===== src/rtl/heap_sort_pkg.sv =====
// heap_sort_pkg
//   Shared definitions for the heap sort sequencer and its neighbours.
//   - DEF_KEY_W / DEF_DEPTH : default key width and heap capacity
//   - HQ_PUSH / HQ_POP      : encoding of the hq_cmd_push command bit
//   - seq_state_t           : sequencer FSM states
package heap_sort_pkg;

  localparam int DEF_KEY_W = 32;
  localparam int DEF_DEPTH = 16;

  localparam logic HQ_PUSH = 1'b1;
  localparam logic HQ_POP  = 1'b0;

  typedef enum logic [2:0] {
    IDLE,
    FILL,
    POP,
    WAIT,
    OUT
  } seq_state_t;

endpackage


===== src/rtl/heap_sort_sequencer.sv =====
// heap_sort_sequencer
//   Drives the heap priority queue through one sort batch: every incoming key
//   is pushed into the heap, then the heap is popped empty and the keys are
//   streamed out in ascending order.
//
// Ports
//   system1000, system1000_rst         : clock and synchronous active-high reset
//   in_valid/in_ready/in_key/in_last   : producer key stream
//   out_valid/out_ready/out_key/out_last : sorted key stream (registered)
//   hq_cmd_valid/hq_cmd_push/hq_cmd_key/hq_cmd_ready : heap command channel
//   hq_rsp_valid/hq_rsp_key            : heap pop result (one-cycle pulse)
//   busy      : FSM is outside IDLE
//   count     : keys currently held in the heap
//   overflow  : sticky, a batch ran into the heap capacity without in_last
//   order_err : sticky, a popped key was below its predecessor
module heap_sort_sequencer
  import heap_sort_pkg::*;
#(
  parameter int KEY_W = DEF_KEY_W,
  parameter int DEPTH = DEF_DEPTH,
  parameter int CNT_W = $clog2(DEPTH + 1)
) (
  input  logic             system1000,
  input  logic             system1000_rst,
  input  logic             in_valid,
  output logic             in_ready,
  input  logic [KEY_W-1:0] in_key,
  input  logic             in_last,
  output logic             out_valid,
  input  logic             out_ready,
  output logic [KEY_W-1:0] out_key,
  output logic             out_last,
  output logic             hq_cmd_valid,
  output logic             hq_cmd_push,
  output logic [KEY_W-1:0] hq_cmd_key,
  input  logic             hq_cmd_ready,
  input  logic             hq_rsp_valid,
  input  logic [KEY_W-1:0] hq_rsp_key,
  output logic             busy,
  output logic [CNT_W-1:0] count,
  output logic             overflow,
  output logic             order_err
);

  localparam logic [CNT_W-1:0] DEPTH_C = CNT_W'(DEPTH);
  localparam logic [CNT_W-1:0] ONE_C   = CNT_W'(1);

  seq_state_t state, state_nxt;

  logic [CNT_W-1:0] count_q;
  logic [KEY_W-1:0] out_key_q;
  logic             out_valid_q;
  logic             out_last_q;
  logic [KEY_W-1:0] prev_key_q;
  logic             prev_valid_q;
  logic             overflow_q;
  logic             order_err_q;

  logic has_room;
  logic push_fire;
  logic fills_heap;
  logic rsp_take;
  logic out_fire;
  logic last_out;

  assign has_room   = (count_q < DEPTH_C);
  assign fills_heap = (count_q == DEPTH_C - ONE_C);
  assign last_out   = (count_q == ONE_C);
  assign push_fire  = ((state == IDLE) || (state == FILL)) && in_valid && in_ready;
  assign rsp_take   = (state == WAIT) && hq_rsp_valid;
  assign out_fire   = (state == OUT) && out_ready;

  // The push operand is always the producer key; the heap ignores it on pops.
  assign hq_cmd_key = in_key;
  assign busy       = (state != IDLE);
  assign count      = count_q;
  assign out_valid  = out_valid_q;
  assign out_key    = out_key_q;
  assign out_last   = out_last_q;
  assign overflow   = overflow_q;
  assign order_err  = order_err_q;

  // State register. Reset abandons any batch in flight; the heap shares the
  // same reset, so nothing needs to be flushed.
  always_ff @(posedge system1000) begin
    if (system1000_rst) begin
      state <= IDLE;
    end else begin
      state <= state_nxt;
    end
  end

  // Next-state and command decode. While filling, the producer handshake is
  // passed straight through to the heap so pushes cost no extra cycle. The
  // batch closes on in_last or on the push that fills the heap, whichever
  // comes first; from then on the producer is stalled until the batch drains.
  always_comb begin
    state_nxt    = state;
    in_ready     = 1'b0;
    hq_cmd_valid = 1'b0;
    hq_cmd_push  = HQ_PUSH;
    case (state)
      IDLE, FILL: begin
        hq_cmd_valid = in_valid & has_room;
        in_ready     = hq_cmd_ready & has_room;
        if (in_valid && in_ready) begin
          if (in_last || fills_heap) begin
            state_nxt = POP;
          end else begin
            state_nxt = FILL;
          end
        end
      end
      POP: begin
        hq_cmd_valid = 1'b1;
        hq_cmd_push  = HQ_POP;
        if (hq_cmd_ready) begin
          state_nxt = WAIT;
        end
      end
      WAIT: begin
        if (hq_rsp_valid) begin
          state_nxt = OUT;
        end
      end
      OUT: begin
        if (out_ready) begin
          state_nxt = last_out ? IDLE : POP;
        end
      end
      default: state_nxt = IDLE;
    endcase
  end

  // Occupancy, output register, previous-key tracker and sticky flags.
  // Responses are only taken in WAIT, so stray pulses elsewhere are dropped.
  // The previous-key tracker is cleared when the batch drains, so the first
  // key of the next batch is never compared against the last of this one.
  always_ff @(posedge system1000) begin
    if (system1000_rst) begin
      count_q      <= '0;
      out_key_q    <= '0;
      out_valid_q  <= 1'b0;
      out_last_q   <= 1'b0;
      prev_key_q   <= '0;
      prev_valid_q <= 1'b0;
      overflow_q   <= 1'b0;
      order_err_q  <= 1'b0;
    end else begin
      if (push_fire) begin
        count_q <= count_q + ONE_C;
        if (fills_heap && !in_last) begin
          overflow_q <= 1'b1;
        end
      end
      if (rsp_take) begin
        out_key_q    <= hq_rsp_key;
        out_valid_q  <= 1'b1;
        out_last_q   <= last_out;
        prev_key_q   <= hq_rsp_key;
        prev_valid_q <= 1'b1;
        if (prev_valid_q && (hq_rsp_key < prev_key_q)) begin
          order_err_q <= 1'b1;
        end
      end
      if (out_fire) begin
        out_valid_q <= 1'b0;
        count_q     <= count_q - ONE_C;
        if (last_out) begin
          prev_valid_q <= 1'b0;
          prev_key_q   <= '0;
        end
      end
    end
  end

endmodule


===== config.mk =====
export PLATFORM = sky130hd
export DESIGN_NAME = heap_sort_sequencer
export DESIGN_NICKNAME = d
export VERILOG_FILES = /design/src/rtl/heap_sort_pkg.sv /design/src/rtl/heap_sort_sequencer.sv
export SDC_FILE = /design/constraint.sdc
export NUM_CORES = 1
export LEC_CHECK = 0
export BUFFER_PORTS_ARGS = -buffer_cell sky130_fd_sc_hd__buf_2
export CAP_MARGIN = 25
export CORE_ASPECT_RATIO = 0.8
export CORE_MARGIN = 3
export CORE_UTILIZATION = 50
export DETAILED_ROUTE_END_ITERATION = 7
export PLACE_DENSITY = 0.82
export SLEW_MARGIN = 10
export SYNTH_ARGS = -nofsm -noshare
export SYNTH_HDL_FRONTEND = slang
export SYNTH_SLANG_ARGS = --single-unit

===== constraint.sdc =====
create_clock -name system1000 -period 3.45 [get_ports system1000]
set_clock_uncertainty 0.15 [all_clocks]
set_input_delay 0.1725 -clock system1000 [delete_from_list [all_inputs] [get_ports system1000]]
set_output_delay 0.1725 -clock system1000 [all_outputs]
set_load 0.1 [all_outputs]

Word level (Yosys, flattened, before mapping) --
Index checks and enable logic that the tools add are counted. Widths: inputs -> output; s select.
Operators by class: add/subtract/negate cells 2, multipliers 0, div/mod/pow operators 0, magnitude comparators 2, equality and inequality tests 10, shifts and indexed selects 0, multiplexer cells 18, bitwise gates (word level) 2, reductions and logical operators 18
Operator list (number):
- $mux 32 | 3
- $lt 32x32->1 | 1
- $mux 3 | 4
- $pmux 3 s4 | 1
- $mux 5 | 2
- $ne 2x2->1 const B | 4
- $logic_and 1x1->1 | 7
- $eq 3x2->1 const B | 2
- $add 5x1->5 const B | 1
- $eq 5x1->1 const B | 1
- $eq 5x4->1 const B | 1
- $lt 5x5->1 const B | 1
- $mux 1 | 5
- $sub 5x1->5 const B | 1
- $mux 2 | 2
- $reduce_and 2->1 | 2
- $reduce_and 4->1 | 1
- $reduce_or 2->1 | 2
- $eq 3x1->1 const B | 1
- $eq 3x3->1 const B | 1
- $logic_not 3->1 | 1
- $reduce_bool 3->1 | 1
- $and 1x1->1 | 2
- $logic_or 1x1->1 | 2
- 3 further kinds | 3
Word-level totals: register bits after elaboration 77, bits in latches 0, RAM bits 0, memory bits (read-only) 0, input port bits 71, output and inout port bits 77, word-level logic and storage cells 61, memories kept 0

Logic depth before layout (Yosys ltp) --
depth after elaboration 6, gate-level depth with buffers 8, gate-level depth less buffers 8

Worst setup path after synthesis --
Ideal clock, no wire load.
path type reg2reg, from register count_q[4] (netlist: count[4]), to register count_q[3] (netlist: count[3]), library setup time 0.128 ns, data arrival time 2.615 ns, required time 3.172 ns, path slack 0.558 ns, stages on the path, launching flop included 6, buffers on the path 0, period minus slack after synthesis 2.892 ns, path through dfxtp_1 -> nor4b_4 -> nand2_1 -> o22ai_1 -> xnor2_1 -> nor2_1
On the way: word-level cells in the longest chain between the ends 5
RTL lines:
- start, declared | RTL line heap_sort_sequencer.sv:50 | logic [CNT_W-1:0] count_q;
- start signal, assigned | RTL line heap_sort_sequencer.sv:151 | count_q <= count_q + ONE_C;
- start signal, assigned | RTL line heap_sort_sequencer.sv:168 | count_q <= count_q - ONE_C;
- $lt 5x5->1 | RTL line heap_sort_sequencer.sv:66 | assign has_room = (count_q < DEPTH_C);
- $and 1x1->1 | RTL line heap_sort_sequencer.sv:105 | in_ready = hq_cmd_ready & has_room;
- $mux 1 | RTL line heap_sort_sequencer.sv:102 | case (state)
- via in_ready | RTL line heap_sort_sequencer.sv:26 | output logic in_ready,
- $logic_and 1x1->1 | RTL line heap_sort_sequencer.sv:69 | assign push_fire = ((state == IDLE) || (state == FILL)) && in_valid && in_ready;
- $reduce_bool 2->1 (no source line)
The timed path passes the listed nets, and every way through them passes these cells. A chain may end at the register's enable or synchronous reset.

Final worst setup path --
from register state[1], to register out_key_q[23] (netlist: out_key[23])
On the way: word-level cells in the longest chain between the ends 2
RTL lines:
- start, declared | RTL line heap_sort_sequencer.sv:48 | seq_state_t state, state_nxt;
- start signal, assigned | RTL line heap_sort_sequencer.sv:89 | state <= state_nxt;
- $eq 3x2->1 | RTL line heap_sort_sequencer.sv:70 | assign rsp_take = (state == WAIT) && hq_rsp_valid;
- $logic_and 1x1->1 | RTL line heap_sort_sequencer.sv:70
- end signal, assigned | RTL line heap_sort_sequencer.sv:157 | out_key_q <= hq_rsp_key;
- end, declared | RTL line heap_sort_sequencer.sv:51 | logic [KEY_W-1:0] out_key_q;
No other way between the ends.

==> impl_results.rst <==
.. list-table::
   :header-rows: 1

   * - Metric
     - Value
   * - Via count of the first global-routing pass
     - 3358
   * - Hold Slack
     - 14.6 ps
   * - Maximum number of pins on one net before global-route repair
     - 44
   * - Worst R2R Start
     - state[1]
   * - Final hold viol count
     - 0
   * - Slew at the pin with the worst max-slew slack
     - 737 ps
   * - IO Port Bufs
     - 83
   * - Routed vias/inst
     - 5.10
   * - Commonest non-fill, non-tap cell in the layout
     - sky130_fd_sc_hd__nand2_1
   * - Row Count
     - 27
   * - Type of the most critical hold path
     - input port to register
   * - Logic depth of the worst register-to-register path
     - 5
   * - Clk Tree Root Cell
     - sky130_fd_sc_hd__clkbuf_8
   * - Final weighted congestion in routability-driven placement
     - 0.816
   * - Share of layout cells above drive strength 1
     - 0.189
   * - Initial antenna violation count
     - 0
   * - WS Path Type
     - register to register
   * - F_max
     - 417 MHz
   * - Number of instances in the placed design
     - 618
   * - Die outline height
     - 84.4 µm
   * - Routed wirelength normalized by instance count
     - 13.1 µm
   * - Final setup violation count
     - 0
   * - Flip-flop and latch count after synthesis
     - 77
   * - DRC
     - 0
   * - Antenna Cells
     - 0
   * - # IOs
     - 148
   * - Area of the mapped netlist
     - 3840 µm²
   * - Seq. cell area
     - 1540 µm²
   * - Global router's overall resource usage
     - 0.202
   * - Crit-path max FO
     - 37
   * - Core occupancy in the finished layout
     - 0.647
   * - Gr ovfl total
     - 0
   * - Later-pin clock latency in the skew report
     - 350 ps
   * - Total power
     - 2.05 mW
   * - Post-synth net total
     - 590
   * - Clock Tree Buf Depth
     - 2
   * - Sink count of the clock tree
     - 77
   * - Post-CTS clock slew at the launch and capture registers of the worst setup and hold paths
     - 80 ps
   * - Fraction of the cycle the final worst path needs
     - 0.695
   * - End of the worst register-to-register path
     - out_key[23]
   * - Critical path endpoint
     - out_key[23]
   * - Pwr per Cell Area
     - 443 nW/µm²
   * - Tmin final
     - 2400 ps
   * - Setup repair after global routing missed its margin
     - no
   * - Number of filler cells placed in the layout
     - 620
   * - Dominant cell type by area after synthesis
     - sky130_fd_sc_hd__dfxtp_1
   * - Layout Nets
     - 667
   * - Area inside the core boundary
     - 7160 µm²
   * - Syn. warnings
     - 0
   * - Clock H-tree levels
     - 3
   * - Max-cap violations
     - 0
   * - Unique masters post-synth
     - 44
   * - Die Outline Area
     - 8770 µm²
   * - Number of standard cells in the final layout excluding fillers
     - 667
   * - Share of the synthesized area in the top cell type
     - 0.402
   * - Portion of the post-synthesis area used by sequential elements
     - 0.402
   * - Area of combinational cells with multiple inputs
     - 1810 µm²
   * - Wire length of the first global-routing pass
     - 14900 µm
   * - Peak ir drop on the vdd network
     - 0.000275 V
   * - Number of flops mapped to enable cells by yosys
     - 0
   * - Cell count after synthesis
     - 484
   * - Setup slack of the worst register-to-register path
     - 1050 ps
   * - Number of CTS-inserted buffers
     - 9
   * - First drt pass iteration count
     - 4
   * - Clock tree from TritonCTS
     - built
   * - Async S/R FF share, synth
     - 0
   * - Most instantiated flip-flop cell in the synthesis netlist
     - sky130_fd_sc_hd__dfxtp_1
   * - Number of pins with negative max-slew slack in the final report
     - 0
   * - Worst setup path start
     - state[1]
   * - Total length of routed wires
     - 8750 µm
   * - First DRT Iteration DRCs
     - 164
   * - Worst Path Required
     - 3520 ps
   * - Startpoint class of the critical path
     - register
   * - Commonest non-fill, non-tap cells in the layout
     - sky130_fd_sc_hd__nand2_1 (116), sky130_fd_sc_hd__buf_2 (83), sky130_fd_sc_hd__a21oi_1 (82)
   * - Critical Path End Type
     - register
   * - Post-route antenna net violation count
     - 0
   * - Dominant cells by area after synthesis
     - sky130_fd_sc_hd__dfxtp_1 (40%), sky130_fd_sc_hd__ha_1 (11%), sky130_fd_sc_hd__nand2_1 (11%)
   * - Die width
     - 104 µm
   * - Area growth from synthesis to layout
     - 20.7%
   * - Avg Inst Size Synth
     - 7.93 µm²
   * - Placed wire-length estimate after detailed placement
     - 6020 µm
   * - Outcome
     - completed
   * - Slew headroom
     - 0.509
   * - Final sum of negative setup slack
     - 0 ps
   * - Via count of the routed design
     - 3399
   * - Post-cts repair resize count
     - 0
   * - Data arrival time of the worst path
     - 2470 ps
   * - Effective utilization at floorplan
     - 0.536
   * - P_leak
     - 1.90 nW
==> power by group <==
group	internal, mW	switching [mW]	leakage [nW]
logic	0.107	0.211	1.16
registers	0.903	0.0188	0.621
clock network	0.481	0.330	0.116
total	1.49	0.560	1.90
==> stage by stage <==
step	setup slack [ps]	instance area (µm²)
floorplan	558	3840
global placement	1130	4060
detailed placement	1070	4060
CTS	1050	4630
global route	841	4630
finish	1050	4630
==> what timing repair did <==
action / in CTS / in global routing
hold endpoints to repair: 65 / 0
hold buffers: 33 / 0
buffers inserted: 0 / 0
==> how the worst min path moves through the flow <==
| stage | from | end | slack [ps] | depth (start not counted) |
|---|---|---|---|---|
| after global placement | in_key[11] | hq_cmd_key[11] | 200 | 0 |
| after detailed placement | in_key[11] | hq_cmd_key[11] | 200 | 0 |
| final | in_last | overflow | 10 | 4 |
| after global routing | in_last | overflow | 40 | 4 |
| after floorplan | hq_rsp_key[23] | prev_key_q[23] | 180 | 2 |
| after CTS | system1000_rst | count[4] | 2 | 4 |
==> state kept, by name, summed over array words and instances, names as in the netlist <==
signal        cells
state             3
out_key          32
count             5
out_valid         1
prev_valid_q      1
order_err         1
prev_key_q       32
overflow          1
out_last          1
==> cell type report <==
class	count	share of cell area
clock inverter	6	0.0240
sequential	77	0.333
timing repair buffer	120	0.168
tap	101	0.0273
clock buffer	10	0.0276
multi-input combinational	317	0.392
inverter	36	0.0292
==> cells by family after synthesis <==
| group | share of synthesized area |
|---|---|
| compound gates | 0.156 |
| xor+xnor | 0.00685 |
| fa+ha+maj | 0.114 |
| buf+inv | 0.127 |
| flops | 0.402 |
| mux | 0.00261 |
| simple gates | 0.192 |
==> worst max-delay path: stages, from the launching register on <==
cell and delay (ps):
sky130_fd_sc_hd__dfxtp_1 610, sky130_fd_sc_hd__and2b_1 280, sky130_fd_sc_hd__nand3_2 560, sky130_fd_sc_hd__buf_4 480, sky130_fd_sc_hd__nand2_1 110, sky130_fd_sc_hd__a21oi_1 60
==> Yosys cell counts (all sizes together), types with 2 or more instances <==
cell type    n
inv         36
nor2        21
dfxtp       77
a21o         2
xnor2        2
buf         47
nand3        5
nor4b        2
nand4        3
a32oi        2
a31oi        2
or3          2
nand2      116
ha          35
nand2b       6
nor3         5
o21ai       11
clkbuf       7
o21a         2
a21oi       82
==> layer usage <==
layer | GRT usage | vias to the layer above | share of wire
met5 | 0 | - | 0
met4 | 0.0652 | 0 | 0.0094
met3 | 0.0623 | 16 | 0.076
met2 | 0.336 | 145 | 0.47
met1 | 0.252 | 1510 | 0.45
li1 | - | 1728 | -
Note: power is estimated with default switching activity, not from simulation.
